File: config.mk
export PLATFORM = sky130hd
export DESIGN_NAME = raster_sequencer
export DESIGN_NICKNAME = d
export VERILOG_FILES = /design/src/rtl/raster_sequencer.sv
export SDC_FILE = /design/constraint.sdc
export NUM_CORES = 1
export LEC_CHECK = 0
export BUFFER_PORTS_ARGS = -buffer_cell sky130_fd_sc_hd__buf_2
export CORE_MARGIN = 2
export CORE_UTILIZATION = 55
export CTS_CLUSTER_DIAMETER = 80
export DETAILED_ROUTE_END_ITERATION = 16
export GPL_ROUTABILITY_DRIVEN = 0
export PLACE_DENSITY = 0.87
export SLEW_MARGIN = 5
export SYNTH_ARGS = -nofsm -noshare
export SYNTH_HDL_FRONTEND = slang
export SYNTH_SLANG_ARGS = --single-unit
File: constraint.sdc
create_clock -name clock -period 13.5 [get_ports clock]
set_input_delay 0.675 -clock clock [delete_from_list [all_inputs] [get_ports clock]]
set_output_delay 0.675 -clock clock [all_outputs]
set_load 0.005 [all_outputs]
File: src/rtl/raster_sequencer.sv
// Sequences one triangle at a time through the edge rasterizer and paces its pixel walk.
// Latency: strobes 1..4 cycles after accept, walk of cols*rows run cycles, then drain and one done cycle.
// Backpressure: a pixel held on the rasterizer outputs without fb_ready stalls the walk.
module raster_sequencer #(
    parameter int COORD_W = 16,
    parameter int DEPTH_W = 2,
    parameter int COLOR_W = 16,
    parameter int CNT_W   = 34
) (
    input  logic               clock,
    input  logic               reset,
    input  logic               tri_valid,
    output logic               tri_ready,
    input  logic [COORD_W-1:0] tri_v0_x,
    input  logic [COORD_W-1:0] tri_v0_y,
    input  logic [COORD_W-1:0] tri_v1_x,
    input  logic [COORD_W-1:0] tri_v1_y,
    input  logic [COORD_W-1:0] tri_v2_x,
    input  logic [COORD_W-1:0] tri_v2_y,
    input  logic [DEPTH_W-1:0] tri_v0_z,
    input  logic [DEPTH_W-1:0] tri_v1_z,
    input  logic [DEPTH_W-1:0] tri_v2_z,
    input  logic [COLOR_W-1:0] tri_color,
    output logic [COORD_W-1:0] rast_v0_x,
    output logic [COORD_W-1:0] rast_v0_y,
    output logic [COORD_W-1:0] rast_v1_x,
    output logic [COORD_W-1:0] rast_v1_y,
    output logic [COORD_W-1:0] rast_v2_x,
    output logic [COORD_W-1:0] rast_v2_y,
    output logic [DEPTH_W-1:0] rast_v0_z,
    output logic [DEPTH_W-1:0] rast_v1_z,
    output logic [DEPTH_W-1:0] rast_v2_z,
    output logic [COLOR_W-1:0] rast_color,
    output logic               rast_start,
    output logic               rast_bbox,
    output logic               rast_edges,
    output logic               rast_setup,
    output logic               rast_run,
    input  logic               rast_write_pixel,
    output logic               fb_valid,
    input  logic               fb_ready,
    output logic               busy,
    output logic               tri_done
);

    typedef enum logic [2:0] {
        S_IDLE,
        S_LOAD,
        S_BBOX,
        S_EDGES,
        S_SETUP,
        S_RASTER,
        S_DRAIN,
        S_DONE
    } state_t;

    state_t state, state_nxt;

    logic [CNT_W-1:0]   count;
    logic [CNT_W-1:0]   count_init;
    logic               pending;
    logic               consumed;
    logic [COORD_W-1:0] min_x, max_x, min_y, max_y;
    logic [COORD_W-1:0] span_x, span_y;
    logic [COORD_W:0]   cols, rows;

    // Tie handling must match the rasterizer's own bbox selection bit for bit.
    function automatic logic [COORD_W-1:0] pick_min(input logic [COORD_W-1:0] a,
                                                    input logic [COORD_W-1:0] b,
                                                    input logic [COORD_W-1:0] c);
        if (a < b && a < c)
            return a;
        else if (b < a && b < c)
            return b;
        else
            return c;
    endfunction

    function automatic logic [COORD_W-1:0] pick_max(input logic [COORD_W-1:0] a,
                                                    input logic [COORD_W-1:0] b,
                                                    input logic [COORD_W-1:0] c);
        if (a > b && a > c)
            return a;
        else if (b > a && b > c)
            return b;
        else
            return c;
    endfunction

    always_comb begin
        min_x      = pick_min(rast_v0_x, rast_v1_x, rast_v2_x);
        max_x      = pick_max(rast_v0_x, rast_v1_x, rast_v2_x);
        min_y      = pick_min(rast_v0_y, rast_v1_y, rast_v2_y);
        max_y      = pick_max(rast_v0_y, rast_v1_y, rast_v2_y);
        span_x     = (max_x > min_x) ? (max_x - min_x) : '0;
        span_y     = (max_y > min_y) ? (max_y - min_y) : '0;
        cols       = {1'b0, span_x} + {{COORD_W{1'b0}}, 1'b1};
        rows       = {1'b0, span_y} + {{COORD_W{1'b0}}, 1'b1};
        count_init = CNT_W'(cols) * CNT_W'(rows);
    end

    // A held pixel is gone once the rasterizer drops it or the framebuffer takes it.
    assign consumed = !rast_write_pixel || fb_ready;
    assign fb_valid = pending && rast_write_pixel;
    assign rast_run = (state == S_RASTER) && (count != '0) && (!pending || consumed);

    always_ff @(posedge clock) begin
        if (reset) begin
            rast_v0_x  <= '0;
            rast_v0_y  <= '0;
            rast_v1_x  <= '0;
            rast_v1_y  <= '0;
            rast_v2_x  <= '0;
            rast_v2_y  <= '0;
            rast_v0_z  <= '0;
            rast_v1_z  <= '0;
            rast_v2_z  <= '0;
            rast_color <= '0;
        end else if (tri_valid && tri_ready) begin
            rast_v0_x  <= tri_v0_x;
            rast_v0_y  <= tri_v0_y;
            rast_v1_x  <= tri_v1_x;
            rast_v1_y  <= tri_v1_y;
            rast_v2_x  <= tri_v2_x;
            rast_v2_y  <= tri_v2_y;
            rast_v0_z  <= tri_v0_z;
            rast_v1_z  <= tri_v1_z;
            rast_v2_z  <= tri_v2_z;
            rast_color <= tri_color;
        end
    end

    always_ff @(posedge clock) begin
        if (reset) begin
            state   <= S_IDLE;
            count   <= '0;
            pending <= 1'b0;
        end else begin
            state <= state_nxt;
            if (state == S_LOAD)
                count <= count_init;
            else if (rast_run)
                count <= count - 1'b1;
            if (rast_run)
                pending <= 1'b1;
            else if (consumed)
                pending <= 1'b0;
        end
    end

    always_comb begin
        state_nxt  = state;
        tri_ready  = 1'b0;
        rast_start = 1'b0;
        rast_bbox  = 1'b0;
        rast_edges = 1'b0;
        rast_setup = 1'b0;
        tri_done   = 1'b0;
        busy       = (state != S_IDLE);
        case (state)
            S_IDLE: begin
                tri_ready = 1'b1;
                if (tri_valid)
                    state_nxt = S_LOAD;
            end
            S_LOAD: begin
                rast_start = 1'b1;
                state_nxt  = S_BBOX;
            end
            S_BBOX: begin
                rast_bbox = 1'b1;
                state_nxt = S_EDGES;
            end
            S_EDGES: begin
                rast_edges = 1'b1;
                state_nxt  = S_SETUP;
            end
            S_SETUP: begin
                rast_setup = 1'b1;
                state_nxt  = S_RASTER;
            end
            S_RASTER: begin
                if (rast_run && count == CNT_W'(1))
                    state_nxt = S_DRAIN;
            end
            S_DRAIN: begin
                if (!pending || consumed)
                    state_nxt = S_DONE;
            end
            S_DONE: begin
                tri_done  = 1'b1;
                state_nxt = S_IDLE;
            end
            default: state_nxt = S_IDLE;
        endcase
    end

endmodule

---- Yosys cells after proc, flatten, opt, wreduce, memory -nomap -nowiden ----
Index checks and enable logic that the tools add are counted.
operators by class
  add/sub/neg operators ................... 5
  multipliers ............................. 1
  $lt $le $gt $ge ......................... 18
  equality and inequality tests ........... 11
  mux-type cells .......................... 24
  reduce and logical (&&, ||, !) cells .... 23
operators with widths
  kind                                                                      number
  16-bit greater-than comparator                                            10
  16-bit two-way mux                                                        10
  16-bit < comparator                                                       8
  34-bit two-way mux                                                        2
  16-bit by 1-bit adder with 17-bit output (second input constant)          2
  34-bit by 1-bit == test with 1-bit output (second input constant)         1
  17-bit by 17-bit multiplier with 34-bit output                            1
  34-bit nonzero test                                                       1
  34-bit by 1-bit subtractor with 34-bit output (second input constant)     1
  16-bit subtractor                                                         2
  3-bit case mux with 8 select lines                                        1
  1-bit logical AND                                                         13
  3-bit == test (second input constant)                                     4
  3-bit two-way mux                                                         3
  1-bit two-way mux                                                         8
  3-bit by 2-bit == test with 1-bit output (second input constant)          2
  2-bit inequality test (second input constant)                             2
  2-bit nonzero test                                                        2
  3-bit by 1-bit == test with 1-bit output (second input constant)          1
  3-bit zero test                                                           1
  3-bit AND reduction                                                       1
  3-bit nonzero test                                                        1
  1-bit zero test                                                           2
  1-bit logical OR                                                          2
  2-bit by 1-bit inequality test with 1-bit output (second input constant)  1
storage, ports and cells
  bits in registers ....................... 156
  input bits .............................. 123
  output and inout port bits .............. 127
  word-level logic and storage cells ...... 95

---- Longest topological paths before layout ----
  depth after elaboration ................. 9
  depth in mapped cells ................... 54
  gate-level depth less buffers ........... 50

---- Worst setup path after synthesis ----
No wires, ideal clock.
  kind .................................... register to register
  from .................................... register rast_v2_x[1]
  to ...................................... register count[30]
  library setup time ...................... 0.122 ns
  arrival ................................. 11.793 ns
  data required time ...................... 13.378 ns
  slack ................................... 1.585 ns
  cell stages (with the launch flop) ...... 50
  buffers on the path ..................... 5
  period minus slack after synthesis ...... 11.915 ns
  cell sequence ........................... dfxtp_1 inv_1 ha_1 nor2b_1 o21a_1 o21a_1 o21ai_0 a21oi_1 a2111oi_1 nand2_1 clkbuf_1 mux2_2 mux2i_1 ha_1 a21o_1 or4_1 o21ba_2 a21oi_1 [... 14 more ...] fa_1 fa_1 fa_1 inv_1 fa_1 inv_1 fa_1 inv_1 ha_1 a21oi_1 o21ai_0 a21o_1 a31oi_1 o311a_1 o21ai_0 a2111oi_0 nor3_1 o311a_1
on the way
  word-level cells in the longest chain between the ends .. 9
  elaborated cells between the ends (all ways) .. 18
  those cells by class .................... add/sub (2); mul (1); order compare (5); mux (6); reduce/logical (4)
RTL lines
  item                                                                          RTL line  source
  start, declared                                                               28        output logic [COORD_W-1:0] rast_v2_x,
  start signal, assigned                                                        124       rast_v2_x <= tri_v2_x;
  16-bit greater-than comparator / 16-bit < comparator (equally long branches)  84, 73
  1-bit logical AND, on equally long branches                                   84, 73
  16-bit two-way mux, on equally long branches                                  84, 73
  16-bit two-way mux, on equally long branches                                  82, 71
  16-bit subtractor / 16-bit greater-than comparator (equally long branches)    95        span_x = (max_x > min_x) ? (max_x - min_x) : '0;
  16-bit two-way mux (*)                                                        95
  16-bit by 1-bit adder with 17-bit output (*)                                  97        cols = {1'b0, span_x} + {{COORD_W{1'b0}}, 1'b1};
  17-bit by 17-bit multiplier with 34-bit output (*)                            99        count_init = CNT_W'(cols) * CNT_W'(rows);
  34-bit two-way mux (*)                                                        140       if (state == S_LOAD)
  end signal, assigned                                                          141       count <= count_init;
  end signal, assigned                                                          143       count <= count - 1'b1;
  end, declared                                                                 59        logic [CNT_W-1:0] count;
Mark *: on every way between the ends. The rest lies on a longest branch, timed or not.
A chain may end at the register's enable or synchronous reset.

---- Worst setup path in the final report ----
  from .................................... register rast_v0_y[1]
  to ...................................... register count[30]
on the way
  word-level cells in the longest chain between the ends .. 9
  elaborated cells between the ends (all ways) .. 20
  those cells by class .................... add/sub (2); mul (1); order compare (7); mux (6); reduce/logical (4)
RTL lines
  item                                                                          RTL line  source
  start, declared                                                               25        output logic [COORD_W-1:0] rast_v0_y,
  start signal, assigned                                                        121       rast_v0_y <= tri_v0_y;
  16-bit greater-than comparator / 16-bit < comparator (equally long branches)  84, 73
  1-bit logical AND, on equally long branches                                   84, 73
  16-bit two-way mux, on equally long branches                                  84, 73
  16-bit two-way mux, on equally long branches                                  82, 71
  16-bit subtractor / 16-bit greater-than comparator (equally long branches)    96        span_y = (max_y > min_y) ? (max_y - min_y) : '0;
  16-bit two-way mux (*)                                                        96
  16-bit by 1-bit adder with 17-bit output (*)                                  98        rows = {1'b0, span_y} + {{COORD_W{1'b0}}, 1'b1};
  17-bit by 17-bit multiplier with 34-bit output (*)                            99
  34-bit two-way mux (*)                                                        140
Marks and branches as above.

==> results.md <==
Clock network:
- The number of buffers created by CTS is 17.
- Counting every sink on the clock net gives 156.
- TritonCTS built the clock tree.
- Clock-pin slew was measured on the worst setup and hold paths at 0.08 ns.
- Hold repair after CTS inserted 0 buffers.
- The post-CTS setup buffer count is 0.
- The later pin in the worst-skew pair is clocked with a latency of around 0.47 ns.
- The deepest clock path buffer count is 2.
- The buffer type at the clock tree root is sky130_fd_sc_hd__clkbuf_16.
- In this run the number of H-tree levels came out at 4.

Floorplanning:
- The core region is around 39000 µm².
- Once the floorplan was initialized, standard cells occupied about 56% of the core.
- The boundary pin count is 250.
- The die boundary height is 203 µm.
- The cell row count is 72.
- The die area is 41100 µm².
- The horizontal extent of the die is 203 µm.

Yosys:
- The post-synthesis net count is 3299.
- The sequential fraction of the synthesis area is 14.4%.
- The synthesized design contains 0 enable-type register cells.
- After synthesis the netlist holds a flip-flop and latch count of 156.
- After synthesis, the most frequently instantiated cells are 492 x sky130_fd_sc_hd__nand2_1, 365 x sky130_fd_sc_hd__inv_1, 240 x sky130_fd_sc_hd__ha_1.
- A synthesized cell averages 8.01 µm².
- The number of distinct library cells after synthesis is 83.
- The proportion of register bits with asynchronous set or reset after synthesis is 0%.
- The most used flip-flop cell after synthesis is sky130_fd_sc_hd__dfxtp_1.
- Yosys printed 0 warnings.
- By instance count, the leading cell after synthesis is sky130_fd_sc_hd__nand2_1.
- Ranked by total cell area, the synthesized netlist is headed by sky130_fd_sc_hd__fa_1 21%, sky130_fd_sc_hd__dfxtp_1 14%, sky130_fd_sc_hd__ha_1 14%.
- The cell area after synthesis is approximately 22000 µm².
- The area share of the largest cell type after synthesis is 20.9%.
- The gate count after technology mapping is 2710.
- The synthesized design spends more area on one cell type than any other, namely sky130_fd_sc_hd__fa_1.

Worst setup path:
- The worst register-to-register path begins at rast_v0_y[1]$_SDFFE_PP0P_.
- The cell with the largest stage delay on the worst path is sky130_fd_sc_hd__fa_1.
- The signal arrival time at the worst endpoint is 13.08 ns.
- STA classifies the critical path endpoint as a flop.
- Counting stages on the worst path, the most repeated cell is sky130_fd_sc_hd__fa_1.
- Along the worst path, the maximum fanout reaches 32.
- The worst setup path is launched from a flop.
- The data required time of the critical path is ~14 ns.
- The delay of the slowest cell on the worst path is ~0.55 ns.
- The critical path startpoint is rast_v0_y[1]$_SDFFE_PP0P_.
- The critical path in this run is classified as reg2reg.

Drt:
- The count of nets left with antenna violations once routing finished came out at 0.
- The number of detailed-routing iterations run before antenna repair is 8.
- Using the TritonRoute via totals, the vias-per-cell ratio works out to 6.09.
- After detailed routing, the number of remaining DRC violations is 0.
- Across all layers, the routed design uses about 21k vias.
- The total wire length is 66100 µm.
- The per-cell routed wire length is ~19 µm.
- The number of DRC markers after the initial detailed-route iteration is between 2k and 2.5k.

Placed design:
- The post-place setup slack is ~0.80 ns.
- Input and output buffers added on the ports amount to approximately 250.
- Detailed placement ended at an HPWL of roughly 52000 µm.
- The cell area reported after detailed placement is about 23000 µm².

GRT:
- The number of antenna violations at the first check in global routing was 2.
- Entering global routing, the biggest net connects around 120 pins.
- The first global-routing pass estimated 107000 µm of wire.
- Summed over all layers, the global routing overflow is 0.
- The via count of the first global-routing pass is 21.2k.
- The overall fraction of global-route tracks in use is 32.5%.

Final layout:
- Relative to the synthesized area, the layout overhead comes to 10.7%.
- The final-layout fill cell count is 3039.
- After routing the design area is 24000 µm².
- At the end of the flow the core is filled with cells to 61.9%.
- The net total in the final layout is 3482.
- The post-route netlist has between 10% and 20% of its cells at a drive strength greater than 1.

Timing:
- Setup slack closes at 0.773 ns.
- The highest achievable clock rate is about 0.079 GHz.
- The worst pin sits at a relative slew slack of about 16%.
- The final number of setup-violating endpoints is 0.
- Of the available clock period, the critical path in the final layout requires 94.3%.
- The slew at the pin closest to its max-slew limit is 1.25 ns.
- The shortest clock period the worst path allows after layout is 12.73 ns.
- The hold violation count in the final report is 0.
- For the final database, setup skew stands at 0.0247 ns.
- The max-slew violation total from the final report was 0.

Min path:
- In this run the most critical hold path is launched from tri_color[12].
- The min-delay analysis places its worst path in the category in2reg.

Run status:
- The run finished with clean final reports.

Flow run:
- Across the run, the number of max-cap violations was 0.
## registers in the layout, summed over array words and instances, names as in the netlist
signal	count
count	34
pending	1
rast_color	16
rast_v0_x	16
rast_v0_y	16
rast_v0_z	2
rast_v1_x	16
rast_v1_y	16
rast_v1_z	2
rast_v2_x	16
rast_v2_y	16
rast_v2_z	2
state	3
## through the flow
step	cells	hold WS, ns	setup TNS, ns
detailed placement	3392	0.443	0
floorplan	2710	0.453	0
global route	3425	0.432	-0.0134
global placement	3392	0.438	0
CTS	3424	0.425	0
finish	3425	0.441	0
## logic make-up after synthesis
group | count (synthesis) | share of synthesized area, %
and+or+nand+nor | 957 | 20.4
buffers and inverters | 478 | 8.47
adders and majority gates | 466 | 34.7
AOI/OAI and AO/OA | 431 | 12.0
DFF | 156 | 14.4
muxes | 115 | 5.52
xor gates and xnor gates | 107 | 4.51
## placed cells by master (no fill, tap or decap), types with 18 or more instances in the layout
cell type and instances:
sky130_fd_sc_hd__o21ai_0 51, sky130_fd_sc_hd__nand2b_1 18, sky130_fd_sc_hd__nand3_1 44, sky130_fd_sc_hd__mux2_2 34
sky130_fd_sc_hd__ha_1 240, sky130_fd_sc_hd__nor3_1 52, sky130_fd_sc_hd__a21oi_1 220, sky130_fd_sc_hd__nor2_1 149
sky130_fd_sc_hd__fa_1 226, sky130_fd_sc_hd__xor2_1 46, sky130_fd_sc_hd__buf_4 28, sky130_fd_sc_hd__buf_2 248
sky130_fd_sc_hd__xnor2_1 57, sky130_fd_sc_hd__inv_1 365, sky130_fd_sc_hd__nor2b_1 20, sky130_fd_sc_hd__mux2i_1 80
sky130_fd_sc_hd__dfxtp_1 156, sky130_fd_sc_hd__a21o_1 43, sky130_fd_sc_hd__and2_1 48, sky130_fd_sc_hd__nand2_1 491
sky130_fd_sc_hd__nand4_1 29
## layer usage
layer	vias up	part of all wire (%)	track usage [%]
li1	9272	-	-
met2	1448	46	54.1
met1	9797	36	38.9
met3	350	12	8.81
met5	-	0.020	0
met4	2	5.2	15.8
## timing repair
item,CTS,global route
resized for setup,0,7
setup endpoints to repair,0,9
endpoints found under the hold margin,0,0
## path summary, 6_finish.rpt
path | slack [ns] | cells past startpoint | endpoint
min | 0.44 | 3 | rast_color[12]$_SDFFE_PP0P_
max reg2reg | 0.77 | 45 | count[30]$_SDFFE_PP0P_
min reg2reg | 0.46 | 2 | rast_color[13]$_SDFFE_PP0P_
max | 0.77 | 45 | count[30]$_SDFFE_PP0P_
## worst max-delay path: cells and delay by family, from the launching register on
family                   cells  cell delay [ns]
XOR/XNOR                     1             0.47
AO/OA/AOI/OAI               15             3.76
flip-flops                   1             0.43
adder cells (fa/ha/maj)     10             4.30
multiplexers                 2             0.62
AND/OR/NAND/NOR             12             2.18
buffers and inverters        5             0.82
## final cells by class
class / count / area, µm² / area share [%]
multi-input cells: 2076 / 16800 / 69.9
flip-flops and latches: 156 / 3120 / 13.0
repair buffers: 276 / 1450 / 6.04
inverters: 366 / 1370 / 5.72
well taps: 518 / 648 / 2.70
clock buffers: 17 / 425 / 1.77
clock inverters: 15 / 199 / 0.828
diodes: 1 / 2.50 / 0.0104
Power is not shown: default switching activity piles up to over one toggle a cycle in this logic, so the estimate is an artifact.
